**src/rtl/girl_motion_ctrl.sv**
```systemverilog
// girl_motion_ctrl: per-frame girl sprite motion (walk, jump, gravity) and per-pixel sprite addressing
module girl_motion_ctrl #(
  parameter int SPRITE_W = 32,
  parameter int SPRITE_H = 32,
  parameter int X_START = 40,
  parameter int Y_START = 416,
  parameter int X_MAX = 639,
  parameter int Y_FLOOR = 416,
  parameter int X_STEP = 2,
  parameter int JUMP_V = 12,
  parameter int GRAVITY = 1,
  parameter int V_MAX = 12,
  parameter logic [7:0] KEY_LEFT = 8'h04,
  parameter logic [7:0] KEY_RIGHT = 8'h07,
  parameter logic [7:0] KEY_JUMP = 8'h1A
) (
  input  logic       Clk,
  input  logic       Reset_n,
  input  logic       frame_clk,
  input  logic [7:0] keycode0,
  input  logic [7:0] keycode1,
  input  logic [9:0] DrawX,
  input  logic [9:0] DrawY,
  output logic       is_girl,
  output logic [9:0] girl_address,
  output logic [3:0] girl_status,
  output logic [9:0] girl_x,
  output logic [9:0] girl_y,
  output logic       in_air
);
  localparam logic [0:0] GROUND = 1'b0;
  localparam logic [0:0] AIR = 1'b1;
  localparam logic [9:0] X_LIM = 10'(X_MAX - SPRITE_W + 1);
  logic frame_q, tick;
  logic [9:0] x_q, x_d, y_q, y_d;
  logic signed [5:0] vy_q, vy_d, vy_inc;
  logic [0:0] st_q, st_d;
  logic [3:0] status_q, status_d;
  logic left, right, jump, go_r, go_l;
  logic [10:0] x_r;
  logic [9:0] x_rc, x_lc;
  logic signed [10:0] ny;
  logic [10:0] px, py, gx, gy;
  assign tick = frame_clk & ~frame_q;
  assign left = keycode0 == KEY_LEFT || keycode1 == KEY_LEFT;
  assign right = keycode0 == KEY_RIGHT || keycode1 == KEY_RIGHT;
  assign jump = keycode0 == KEY_JUMP || keycode1 == KEY_JUMP;
  assign go_r = right & ~left;
  assign go_l = left & ~right;
  assign x_r = {1'b0, x_q} + 11'(X_STEP);
  assign x_rc = x_r > {1'b0, X_LIM} ? X_LIM : x_r[9:0];
  assign x_lc = x_q < 10'(X_STEP) ? '0 : x_q - 10'(X_STEP);
  assign ny = $signed({1'b0, y_q}) + $signed({{5{vy_q[5]}}, vy_q});
  assign vy_inc = vy_q + 6'(GRAVITY);
  // Next-state motion: horizontal walk with wall clamps, vertical jump/gravity FSM, all gated by the frame tick
  always_comb begin
    x_d = x_q;
    y_d = y_q;
    vy_d = vy_q;
    st_d = st_q;
    status_d = status_q;
    if (tick) begin
      status_d = go_r ? 4'b0001 : go_l ? 4'b0010 : 4'b0000;
      x_d = go_r ? x_rc : go_l ? x_lc : x_q;
      if (st_q == GROUND) begin
        if (jump) begin
          st_d = AIR;
          vy_d = 6'(-JUMP_V);
        end
      end else if (ny >= $signed(11'(Y_FLOOR))) begin
        y_d = 10'(Y_FLOOR);
        vy_d = '0;
        st_d = GROUND;
      end else if (ny[10]) begin
        y_d = '0;
        vy_d = '0;
      end else begin
        y_d = ny[9:0];
        vy_d = vy_inc > $signed(6'(V_MAX)) ? 6'(V_MAX) : vy_inc;
      end
    end
  end
  // State registers with synchronous active-low reset taking priority over any tick
  always_ff @(posedge Clk) begin
    if (!Reset_n) begin
      frame_q <= 1'b0;
      x_q <= 10'(X_START);
      y_q <= 10'(Y_START);
      vy_q <= '0;
      st_q <= GROUND;
      status_q <= 4'b0000;
    end else begin
      frame_q <= frame_clk;
      x_q <= x_d;
      y_q <= y_d;
      vy_q <= vy_d;
      st_q <= st_d;
      status_q <= status_d;
    end
  end
  assign girl_x = x_q;
  assign girl_y = y_q;
  assign girl_status = status_q;
  assign in_air = st_q == AIR;
  assign px = {1'b0, DrawX};
  assign py = {1'b0, DrawY};
  assign gx = {1'b0, x_q};
  assign gy = {1'b0, y_q};
  assign is_girl = px >= gx && px < gx + 11'(SPRITE_W) && py >= gy && py < gy + 11'(SPRITE_H);
  assign girl_address = is_girl ? 10'((DrawY - y_q) * 10'(SPRITE_W) + (DrawX - x_q)) : '0;
endmodule

```
**config.mk**
```make
export PLATFORM = sky130hd
export DESIGN_NAME = girl_motion_ctrl
export DESIGN_NICKNAME = d
export VERILOG_FILES = /design/src/rtl/girl_motion_ctrl.sv
export SDC_FILE = /design/constraint.sdc
export NUM_CORES = 1
export LEC_CHECK = 0
export ABC_AREA = 1
export ABC_CLOCK_PERIOD_IN_PS = 3600
export CORE_MARGIN = 2
export CORE_UTILIZATION = 54
export CTS_CLUSTER_SIZE = 16
export DETAILED_ROUTE_END_ITERATION = 10
export PLACE_DENSITY = 0.82
export SKIP_CTS_REPAIR_TIMING = 1
export SYNTH_ARGS = -nofsm -noshare
export SYNTH_HDL_FRONTEND = slang
export SYNTH_SLANG_ARGS = --single-unit
```
**constraint.sdc**
```tcl
create_clock -name Clk -period 3.6 [get_ports Clk]
set_clock_uncertainty 0.15 [all_clocks]
set_input_delay 0.36 -clock Clk [delete_from_list [all_inputs] [get_ports Clk]]
set_output_delay 0.36 -clock Clk [all_outputs]
set_load 0.005 [all_outputs]
```
# Word-level counts from Yosys, hierarchy flattened
# Index checks and enable logic that the tools add are counted.
[word_totals]
out_inout_bits = 36
in_bits = 39
reg_bits = 32
[op_classes]
n_bitwise = 6
magnitude_cmp = 8
mux = 17
n_reduce_logical = 11
add_sub_neg = 9
eq_ne = 6
[ops]
columns = ["operator", "n"]
rows = [
  ["$mux 10", 7],
  ["$eq 8x3->1 const B", 4],
  ["$mux 6", 5],
  ["$add 10x6->11 const B", 2],
  ["$lt 10x11->1", 2],
  ["$ge 10x10->1", 2],
  ["$eq 8x5->1 const B", 2],
  ["$add 10x2->11 const B", 1],
  ["$add 11x6->11", 1],
  ["$ge 11x10->1 const B", 1],
  ["$gt 11x10->1 const B", 1],
  ["$add 10x10->10", 1],
  ["$lt 10x2->1 const B", 1],
  ["$sub 10x10->10", 1],
  ["$sub 10x2->10 const B", 1],
  ["$add 6x2->6 const B", 1],
  ["$gt 6x5->1 const B", 1],
  ["$reduce_and 2->1", 3],
  ["$sub 5x5->5", 1],
  ["$mux 2", 2],
  ["$reduce_bool 2->1", 2],
  ["$and 1x1->1", 3],
  ["$logic_and 1x1->1", 3],
  ["$logic_or 1x1->1", 3],
  ["2 further kinds", 6],
]

# Logic depth before layout (Yosys ltp)
# Gate-level depths: netlist (run 1).
[logic_depth]
ltp_word = 6
ltp_mapped = 14
mapped_depth_nobuf = 14

# Worst setup path after synthesis (run 1)
# No wires, ideal clock.
[synth_timing]
kind = "input-to-output"
start = "in DrawY[0]"
end = "out girl_address[9]"
required_ps = 3090
cell_stages = 12
arrival_ps = 2529
setup_slack_ps = 561
n_path_buf = 0
cell_sequence = "inv_1 -> ha_1 -> inv_1 -> fa_1 -> xor2_1 -> fa_1 -> ha_1 -> nand2_1 -> nor3_1 -> a21oi_1 -> xor2_1 -> nor2_1"
[synth_via]
elab_chain_len = 4
elab_cells_between_ends = 7
[synth_lines]
columns = ["item", "line", "source"]
rows = [
  ["start: declaration", "23", "input logic [9:0] DrawY,"],
  ["branches (longest 3 deep; another with $add 10x10->10)", "--", ""],
  ["$mux 10 *", "110", "assign girl_address = is_girl ? 10'((DrawY - y_q) * 10'(SPRITE_W) + (DrawX - x_q)) : '0;"],
  ["end: declaration", "25", "output logic [9:0] girl_address,"],
]
# Mark *: on every way between the ends.

# Worst setup path after layout (run 1)
[layout_timing]
start = "in DrawY[2]"
end = "out girl_address[9]"
# The elaborated chain is that of the path after synthesis.

==> results of run 1 <==
## stage by stage
stage | instances | hold slack, ns | setup WS, ns | area (µm²)
6_report | 801 | 0.366 | -0.00937 | 5200
5_1_grt | 801 | 0.401 | -0.0818 | 5200
4_1_cts | 800 | 0.371 | -0.493 | 5080
3_5_place_dp | 792 | 0.353 | -0.469 | 4980
3_3_place_gp | 792 | 0.350 | -0.346 | 4980
2_1_floorplan | 600 | 0.303 | 0.561 | 3960
## metal layers
metal,up-vias,global-route usage [%],wire length [µm]
met3,34,4.34,511
li1,2150,-,-
met1,2031,30.2,4430
met2,144,53.6,5910
met4,0,7.73,304
met5,-,0,0
## power breakdown
group / switching (W) / internal [W] / leakage, nW
logic: 0.000146 / 0.000153 / 2.28
clock network: 0.000135 / 0.000173 / 0.0542
registers: 0.00000228 / 0.000324 / 0.234
total: 0.000283 / 0.000649 / 2.57
## cells in the final DEF, fill, tap and decap left out, types with 2 or more instances in the layout
cell type,synthesis,layout
sky130_fd_sc_hd__a21oi_1,46,42
sky130_fd_sc_hd__nand3_1,48,48
sky130_fd_sc_hd__nand4_1,12,12
sky130_fd_sc_hd__nor4_1,6,6
sky130_fd_sc_hd__xor2_1,30,28
sky130_fd_sc_hd__a21oi_2,0,4
sky130_fd_sc_hd__inv_1,92,90
sky130_fd_sc_hd__nor2_1,56,56
sky130_fd_sc_hd__buf_4,4,34
sky130_fd_sc_hd__ha_1,56,50
sky130_fd_sc_hd__dfxtp_1,29,27
sky130_fd_sc_hd__a211oi_1,2,2
sky130_fd_sc_hd__nor3_4,2,2
sky130_fd_sc_hd__a31oi_1,4,4
sky130_fd_sc_hd__conb_1,2,5
sky130_fd_sc_hd__nor3_1,6,5
sky130_fd_sc_hd__clkdlybuf4s50_1,0,65
sky130_fd_sc_hd__nand3_2,2,2
sky130_fd_sc_hd__dfxtp_2,0,2
sky130_fd_sc_hd__o21ai_1,3,5
sky130_fd_sc_hd__dlymetal6s2s_1,0,4
sky130_fd_sc_hd__clkbuf_8,0,7
sky130_fd_sc_hd__ha_4,0,5
sky130_fd_sc_hd__nand2_4,3,3
sky130_fd_sc_hd__xnor2_1,5,5
sky130_fd_sc_hd__o211ai_1,4,4
sky130_fd_sc_hd__xor2_2,0,2
sky130_fd_sc_hd__o21ai_0,23,21
sky130_fd_sc_hd__inv_2,4,6
sky130_fd_sc_hd__nand2_2,3,5
sky130_fd_sc_hd__fa_1,11,10
sky130_fd_sc_hd__nand2_1,127,125
## flip-flops by register name, summed over array words and instances, names as in the netlist
signal / cells
girl_y: 10
girl_x: 9
vy_q: 6
girl_status: 2
frame_q: 1
in_air: 1
## critical path, cell delays in order
cell and delay (ns):
sky130_fd_sc_hd__clkdlybuf4s50_1 0.51, sky130_fd_sc_hd__ha_4 0.23, sky130_fd_sc_hd__a21oi_2 0.16, sky130_fd_sc_hd__nand2_2 0.10
sky130_fd_sc_hd__xor2_2 0.16, sky130_fd_sc_hd__fa_1 0.49, sky130_fd_sc_hd__ha_4 0.31, sky130_fd_sc_hd__nand2_2 0.07
sky130_fd_sc_hd__nor3_2 0.21, sky130_fd_sc_hd__a21oi_2 0.10, sky130_fd_sc_hd__xor2_1 0.17, sky130_fd_sc_hd__nor2_1 0.10
sky130_fd_sc_hd__buf_2 0.13
## kinds of logic after synthesis
family / after synthesis / synth area share (%)
AND/OR/NAND/NOR: 268 / 30.7
AO/OA/AOI/OAI: 89 / 12.6
other: 2 / 0.190
buffers and inverters: 107 / 10.7
flip-flops: 29 / 14.7
adder cells (fa/ha/maj): 67 / 23.3
XOR/XNOR: 35 / 7.77
## layout make-up
type / instances / area, µm²
Multi-Input combinational cell: 464 / 3060
Fill cell: 572 / 1980
Timing Repair Buffer: 105 / 966
Sequential cell: 29 / 583
Inverter: 96 / 360
Tap cell: 99 / 124
Clock buffer: 7 / 96.3
Clock inverter: 1 / 5.00
## worst min-delay path by stage
| stage | start | end | slack, ns | cells past startpoint |
|---|---|---|---|---|
| after floorplan | frame_clk | frame_q | 0.30 | 2 |
| after global placement | girl_status[1] | girl_status[1] | 0.35 | 2 |
| after detailed placement | girl_status[1] | girl_status[1] | 0.35 | 2 |
| after CTS | girl_status[1] | girl_status[1] | 0.37 | 2 |
| after global routing | girl_status[1] | girl_status[1] | 0.40 | 2 |
| final | girl_status[1] | girl_status[1] | 0.37 | 2 |
==> results.md, run 1 <==
- Post-synth top area cell: sky130_fd_sc_hd__ha_1
- Register-to-register path setup slack: 0.96 ns
- Antenna violations before repair: 0
- Outcome: complete, but fails checks
- Number of flops mapped to enable cells by yosys: 0
- TritonCTS clock tree: yes
- Most common cell in the netlist: sky130_fd_sc_hd__nand2_1
- Most area-consuming cells after synthesis: sky130_fd_sc_hd__ha_1 18%, sky130_fd_sc_hd__dfxtp_1 15%, sky130_fd_sc_hd__nand2_1 12%, sky130_fd_sc_hd__inv_1 8.8%, sky130_fd_sc_hd__xor2_1 6.7%
- GR Util All Layers: between 20% and 30%
- Type of destination of the critical path: output port
- Launch point of the critical path: DrawY[2]
- R2R Path End: girl_y[0]
- Total number of nets in the final design: 807
- H-tree Lvls: 2
- Yosys warning total: 0
- Clock insertion delay at the later pin of the skew report: 0.29 ns
- Maximum buffer depth of the clock tree: 2
- Overflow left after global routing: 0
- Row count: 31
- Post-DP HPWL: 8780 µm
- Worst reg2reg startpoint: girl_y[0]
- Full die area: 8010 µm²
- Fraction of synthesis flops using an asynchronous set or reset pin: 0%
- First-pass GRT wire length: 17,400 µm
- Count of antenna-violating nets left after detailed routing: 0
- Avg Cell Area, Syn: 6.61 µm²
- Share of the synthesized area in the top cell type: 17.8%
- Routed wire length: 11,200 µm
- Router iterations before antenna repair: 4
- Number of max-slew violations in the final report: 0
- Initial DRC Count: 194
- PortBufs: 71
- Layout cell share with drive strength beyond 1: about 12%
- Root buf cell: sky130_fd_sc_hd__clkbuf_8
- Worst max-slew margin expressed relative to the limit: 62.9%
- Count of unresolved DRC violations after routing: 0
- Most instantiated flip-flop cell in the synthesis netlist: sky130_fd_sc_hd__dfxtp_1
- Average routed wire per standard cell: 13.9 µm
- Clock-pin slew on the worst setup and hold paths: 0.06 ns
- Die height: 89.5 µm
- Seq/Total Area, Yosys: 14.7%
- Initial cell density of the core: 55.0%
- Failing checks: setup timing
- Number of cells traversed by the worst register-to-register path: 12
- Boundary Pins: 75
- Critical Path Source Type: input port
- Clock period minus worst slack: about 3.6 ns
- Final hold violation count: 0
- Post-Syn Instances: 597
- Finished Core Util: 72.4%
- Arr. time, crit path: 3.10 ns
- Worst min path class: reg2reg
- Leakage power summed over all cells: 2.57 nW
- Final Total Pwr: slightly above 0.0009 W
- Core region area: 7180 µm²
- Die Width: 89.5 µm
- Worst EP required: 3.09 ns
- Maximum frequency from static timing analysis: 277 MHz
- Transition at the pin with the smallest max-transition slack: between 0.5 and 0.6 ns
- Maxcap violations: 0
- Setup violators final: 1
- Critical path class: in2out
- Power density over the cells: 179 nW/µm²
- Pin count of the biggest net entering global routing: 16
- Via count normalized by instance count: 5.44
- Top cell types by occurrence after synthesis: 127 x sky130_fd_sc_hd__nand2_1, 92 x sky130_fd_sc_hd__inv_1, 56 x sky130_fd_sc_hd__ha_1, 56 x sky130_fd_sc_hd__nor2_1, 48 x sky130_fd_sc_hd__nand3_1
- Largest driver fanout on the critical path: 4
- Combined area of all synthesized cells: 3950 µm²
- Number of diodes: 0
- Total number of clock tree sinks: 29
- Number of buffers created by CTS: 5
- Layout-stage area growth over the synthesis result: 31.7%
- Number of vias in the routed layout: 4,359
- Final worst setup slack: -0.00937 ns
- Vias in the first global route: 4,072
- Share of the clock period used by the worst path: 100%
- Register bit total from synthesis: 29
- Capturing element of the worst setup path: girl_address[9]
- Final GP Congestion: 0.928
- Post-synth cell types: 37
- Final setup TNS: -0.00937 ns
- Worst vdd rail ir drop: 0.117 mV
(Power assumes the default switching activity.)
==> inputs of run 2 (changes only) <==
RECOVER_POWER = 50   (was not set)
==> results.md, run 2 (synthesized netlist as in run 1, its figures left out) <==
- Register-to-register path setup slack: 0.83 ns (was 0.96 ns)
- Row count: 31 (unchanged)
- Sequential share of power: 35.0% (about the same)
- Via count normalized by instance count: 5.47 (was 5.44)
- Outcome: completed (was complete, but fails checks)
- Count of placed standard cells in the final layout, fillers left out: 801 (unchanged)
- Clock share of power: 33.2% (was 33.0%)
- Worst min path class: reg2reg (unchanged)
- Pin count of the biggest net entering global routing: 16 (unchanged)
- Maximum frequency from static timing analysis: 278 MHz (was 277 MHz)
- Initial cell density of the core: 55.0% (unchanged)
- Full die area: 8010 µm² (unchanged)
- H-tree Lvls: 2 (unchanged)
- Share of the clock period used by the worst path: 100% (about the same)
- Overflow left after global routing: 0 (unchanged)
- Final setup TNS: 0 ns (was -0.00937 ns)
- Leakage power summed over all cells: 2.56 nW (was 2.57 nW)
- Minimum setup slack after placement: -0.469 ns (unchanged)
- Critical path class: in2out (unchanged)
- Hold Path Cell Cnt: 2 (unchanged)
- Count of antenna-violating nets left after detailed routing: 0 (unchanged)
- Number of max-slew violations in the final report: 0 (unchanged)
- Arr. time, crit path: 3.09 ns (was 3.10 ns)
- Number of buffers created by CTS: 5 (unchanged)
- Int Power: 0.000648 W (was 0.000649 W)
- Sw Pwr: 0.000284 W (was 0.000283 W)
- Root buf cell: sky130_fd_sc_hd__clkbuf_8 (unchanged)
- Maximum buffer depth of the clock tree: 2 (unchanged)
- Worst vdd rail ir drop: 0.116 mV (was 0.117 mV)
- PortBufs: 71 (unchanged)
- Transition at the pin with the smallest max-transition slack: 0.554 ns (was 0.556 ns)
- Clock-pin slew on the worst setup and hold paths: 0.06 ns (about the same)
- Antenna violations before repair: 0 (unchanged)
- Layout cell share with drive strength beyond 1: 10.4% (was 11.5%)
- Final hold violation count: 0 (unchanged)
- GR Util All Layers: 27.5% (unchanged)
- Count of unresolved DRC violations after routing: 0 (unchanged)
- Total number of nets in the final design: 807 (unchanged)
- Total number of clock tree sinks: 29 (unchanged)
- Setup violators final: 0 (was 1)
- Critical Path Source Type: input port (unchanged)
- Initial DRC Count: 148 (was 194)
- Worst max-slew margin expressed relative to the limit: 63.0% (was 62.9%)
- Type of destination of the critical path: output port (unchanged)
- Largest driver fanout on the critical path: 4 (unchanged)
- Non-Filler Cell Area, Final: 5160 µm² (was 5200 µm²)
- Post-DP HPWL: 8780 µm (unchanged)
- Die height: 89.5 µm (unchanged)
- Router iterations before antenna repair: 5 (was 4)
- Die Width: 89.5 µm (unchanged)
- Routed wire length: 11,200 µm (about the same)
- Number of cells traversed by the worst register-to-register path: 12 (unchanged)
- Layout-stage area growth over the synthesis result: 30.9% (was 31.7%)
- Maxcap violations: 0 (unchanged)
- First-pass GRT wire length: 17,400 µm (unchanged)
- Most common library cell in the layout ignoring fill and taps: sky130_fd_sc_hd__nand2_1 (unchanged)
- Cell area after placement: 4980 µm² (unchanged)
- Max FFs per register: 10 (unchanged)
- Average routed wire per standard cell: 13.9 µm (about the same)
- Final GP Congestion: 0.928 (unchanged)
- TritonCTS clock tree: yes (unchanged)
- Core region area: 7180 µm² (unchanged)
- Share of power burned in combinational logic: 31.8% (was 32.1%)
- Number of vias in the routed layout: 4,381 (was 4,359)
- Boundary Pins: 75 (unchanged)
- Worst EP required: 3.09 ns (about the same)
- Clock insertion delay at the later pin of the skew report: 0.29 ns (about the same)
- Final worst setup slack: 0.000517 ns (was -0.00937 ns)
- Number of diodes: 0 (unchanged)
- Clock period minus worst slack: 3.60 ns (was 3.61 ns)
- Vias in the first global route: 4,072 (unchanged)
- Switching part of the total power: 30.5% (was 30.4%)
- Number of cells in the design after placement: 792 (unchanged)
- Power density over the cells: 180 nW/µm² (was 179 nW/µm²)
- Most frequent cells in the layout: 128 x sky130_fd_sc_hd__nand2_1, 90 x sky130_fd_sc_hd__inv_1, 56 x sky130_fd_sc_hd__nor2_1, 50 x sky130_fd_sc_hd__ha_1, 49 x sky130_fd_sc_hd__nand3_1 (was 125 x sky130_fd_sc_hd__nand2_1, 90 x sky130_fd_sc_hd__inv_1, 65 x sky130_fd_sc_hd__clkdlybuf4s50_1, 56 x sky130_fd_sc_hd__nor2_1, 50 x sky130_fd_sc_hd__ha_1)
- Worst hold margin: 0.361 ns (was 0.366 ns)
[run 2: cell types whose count changed in the layout (fill, tap and decap cells not counted), sizes merged]
cell / change
buf: -4
dlygate4sd3: +19
clkdlybuf4s50: -19
clkbuf: +4
[run 2: through the flow]
stage / utilization [%] / total power (W)
final: 72.0 / 0.000931
after global routing: 72.0 / 0.000979
after CTS: 70.8 / 0.000898
after detailed placement: 69.4 / 0.000598
after global placement: 69.4 / 0.000589
after floorplan: - / 0.000478
[run 2: power groups by stage]
stage	clock network, W	registers [W]	logic (W)
global placement	0	0.000333	0.000256
finish	0.000310	0.000326	0.000296
CTS	0.000304	0.000326	0.000267
global route	0.000323	0.000326	0.000329
detailed placement	0	0.000333	0.000265
floorplan	0	0.000333	0.000145
[run 2: critical path, stage by stage]
cell,delay [ns]
sky130_fd_sc_hd__clkdlybuf4s50_1,0.51
sky130_fd_sc_hd__ha_4,0.23
sky130_fd_sc_hd__a21oi_2,0.16
sky130_fd_sc_hd__nand2_2,0.10
sky130_fd_sc_hd__xor2_2,0.16
sky130_fd_sc_hd__fa_1,0.48
sky130_fd_sc_hd__ha_4,0.31
sky130_fd_sc_hd__nand2_2,0.07
sky130_fd_sc_hd__nor3_2,0.21
sky130_fd_sc_hd__a21oi_2,0.10
sky130_fd_sc_hd__xor2_1,0.17
sky130_fd_sc_hd__nor2_1,0.11
sky130_fd_sc_hd__buf_2,0.13
[run 2: final timing paths]
kind | from | end
worst max-delay path | DrawY[2] | girl_address[9]
worst min-delay path | girl_status[1] | girl_status[1]
worst max register to register | girl_y[0] | girl_y[0]
worst min register to register | girl_status[1] | girl_status[1]
[run 2: layout make-up]
| type | count | area, µm² |
|---|---|---|
| Sequential cell | 29 | 583 |
| Multi-Input combinational cell | 464 | 3050 |
| Fill cell | 579 | 2010 |
| Clock buffer | 7 | 96.3 |
| Timing Repair Buffer | 105 | 951 |
| Inverter | 96 | 360 |
| Tap cell | 99 | 124 |
| Clock inverter | 1 | 5.00 |
[run 2: metal layers]
| layer | track usage [%] | share of wire [%] | vias to the layer above |
|---|---|---|---|
| met4 | 7.73 | 3.0 | 0 |
| met3 | 4.34 | 4.8 | 36 |
| li1 | - | - | 2153 |
| met1 | 30.2 | 39 | 2049 |
| met2 | 53.6 | 53 | 143 |
| met5 | 0 | 0 | - |
==> variant (settings of run 1) <==
Reset style: asynchronous (`Reset_n`), changed in one clocked block. Comments in the files are not updated.
--- a/src/rtl/girl_motion_ctrl.sv
+++ b/src/rtl/girl_motion_ctrl.sv
@@ -82,5 +82,5 @@
   end
   // State registers with synchronous active-low reset taking priority over any tick
-  always_ff @(posedge Clk) begin
+  always_ff @(posedge Clk or negedge Reset_n) begin
     if (!Reset_n) begin
       frame_q <= 1'b0;
Formal check against the unedited RTL: differs if Reset_n is asserted again (counterexample within 4 cycles, from zero or initial values and one cycle with Reset_n low); with Reset_n held inactive, the same outputs for 10 cycles.
==> variant against run 1 <==
- setup slack got worse by 0.070 ns
- the run still ends with setup timing left
- design area rose by 2.0%
- synthesized area rose by 2.9%
- worst hold slack got worse by 0.061 ns
- register-to-register slack got worse by 0.07 ns
- routed wire length rose by 2.9%
- sequential cell count did not move
Power is left out: it rests on default switching activity, and per cell area and clock period it moved more than threefold.
==> variant: results <==
set metrics [dict create \
    outcome "finished, violations left" \
    violations "setup timing" \
    drt_pass1_iterations 5 \
    met3WireLength_um 537 \
    share_of_final_layout_cell_area_taken_by_clock_buffers_and_inverters_pct 1.56 \
    globalRouteMet3Util_pct 3.51 \
    detail_route.wl_per_cell_um 14.7 \
    use_met2_pct 49.2 \
    use_met1_pct 31.8 \
    timing.critical_path.arrival_ns 3.17 \
    layout.filler_cells 599 \
    ys_types 39 \
    grt_start_max_net_pins 30 \
    min_path_type "primary input to asynchronous set/reset pin" \
    reg_clk_slew_reported_paths_ns 0.08 \
    synth_commonest_cells "nand2_1 (139), inv_1 (90), ha_1 (56)" \
    area_used_by_sequential_logic_in_the_layout_sq_um 732 \
    drt_iter0_drc 347 \
    worst_r2r_endpoint "girl_y[7]" \
    grt_pass1_vias 4199 \
    asyncSetResetFlopFracSynth_pct 100 \
    rrSetupSlack_ns 0.89 \
    final.signal_inverter_count 94 \
    setup_viol_count_final 5 \
    setup_ws_ns -0.0793 \
    startpoint "girl_y[0]" \
    drt_via_density 5.47 \
    buf_share_pct 18.0 \
    multi_input_area_share_pct 57.6 \
    timing.critical_path.to "girl_address[8]" \
    yosys-top-cells-area "ha_1 (17%), dfrtp_1 (15%), nand2_1 (13%)" \
    track_usage_pct 27.1 \
]
-- variant: cell count changes in the layout (fill, tap and decap cells not counted), moves of 9 or more --
cell	delta
nor2_1	-15
dfxtp_1	-27
dfrtp_1	+24
o21ai_0	-12
nand3_1	-9
a21oi_1	-14
nand2_1	+12
o21ai_2	+9
-- variant: kinds of logic after synthesis --
kind of cell             share of synthesized area, %
AND/OR/NAND/NOR                                  30.0
buffers and inverters                            10.3
AO/OA/AOI/OAI                                    11.1
adder cells (fa/ha/maj)                          22.7
XOR/XNOR                                         7.76
flip-flops                                       18.0
other                                           0.185
-- variant: through the flow --
stage | area (sq um) | TNS (ns) | worst slack [ns] | instances | util, %
after floorplan | 4070 | 0 | 0.508 | 583 | -
after global placement | 5010 | -1.38 | -0.455 | 764 | 69.1
after detailed placement | 5010 | -1.80 | -0.624 | 764 | 69.1
after CTS | 5090 | -2.59 | -0.627 | 772 | 70.2
after global routing | 5300 | -0.683 | -0.176 | 782 | 73.1
final | 5300 | -0.134 | -0.0793 | 782 | 73.1
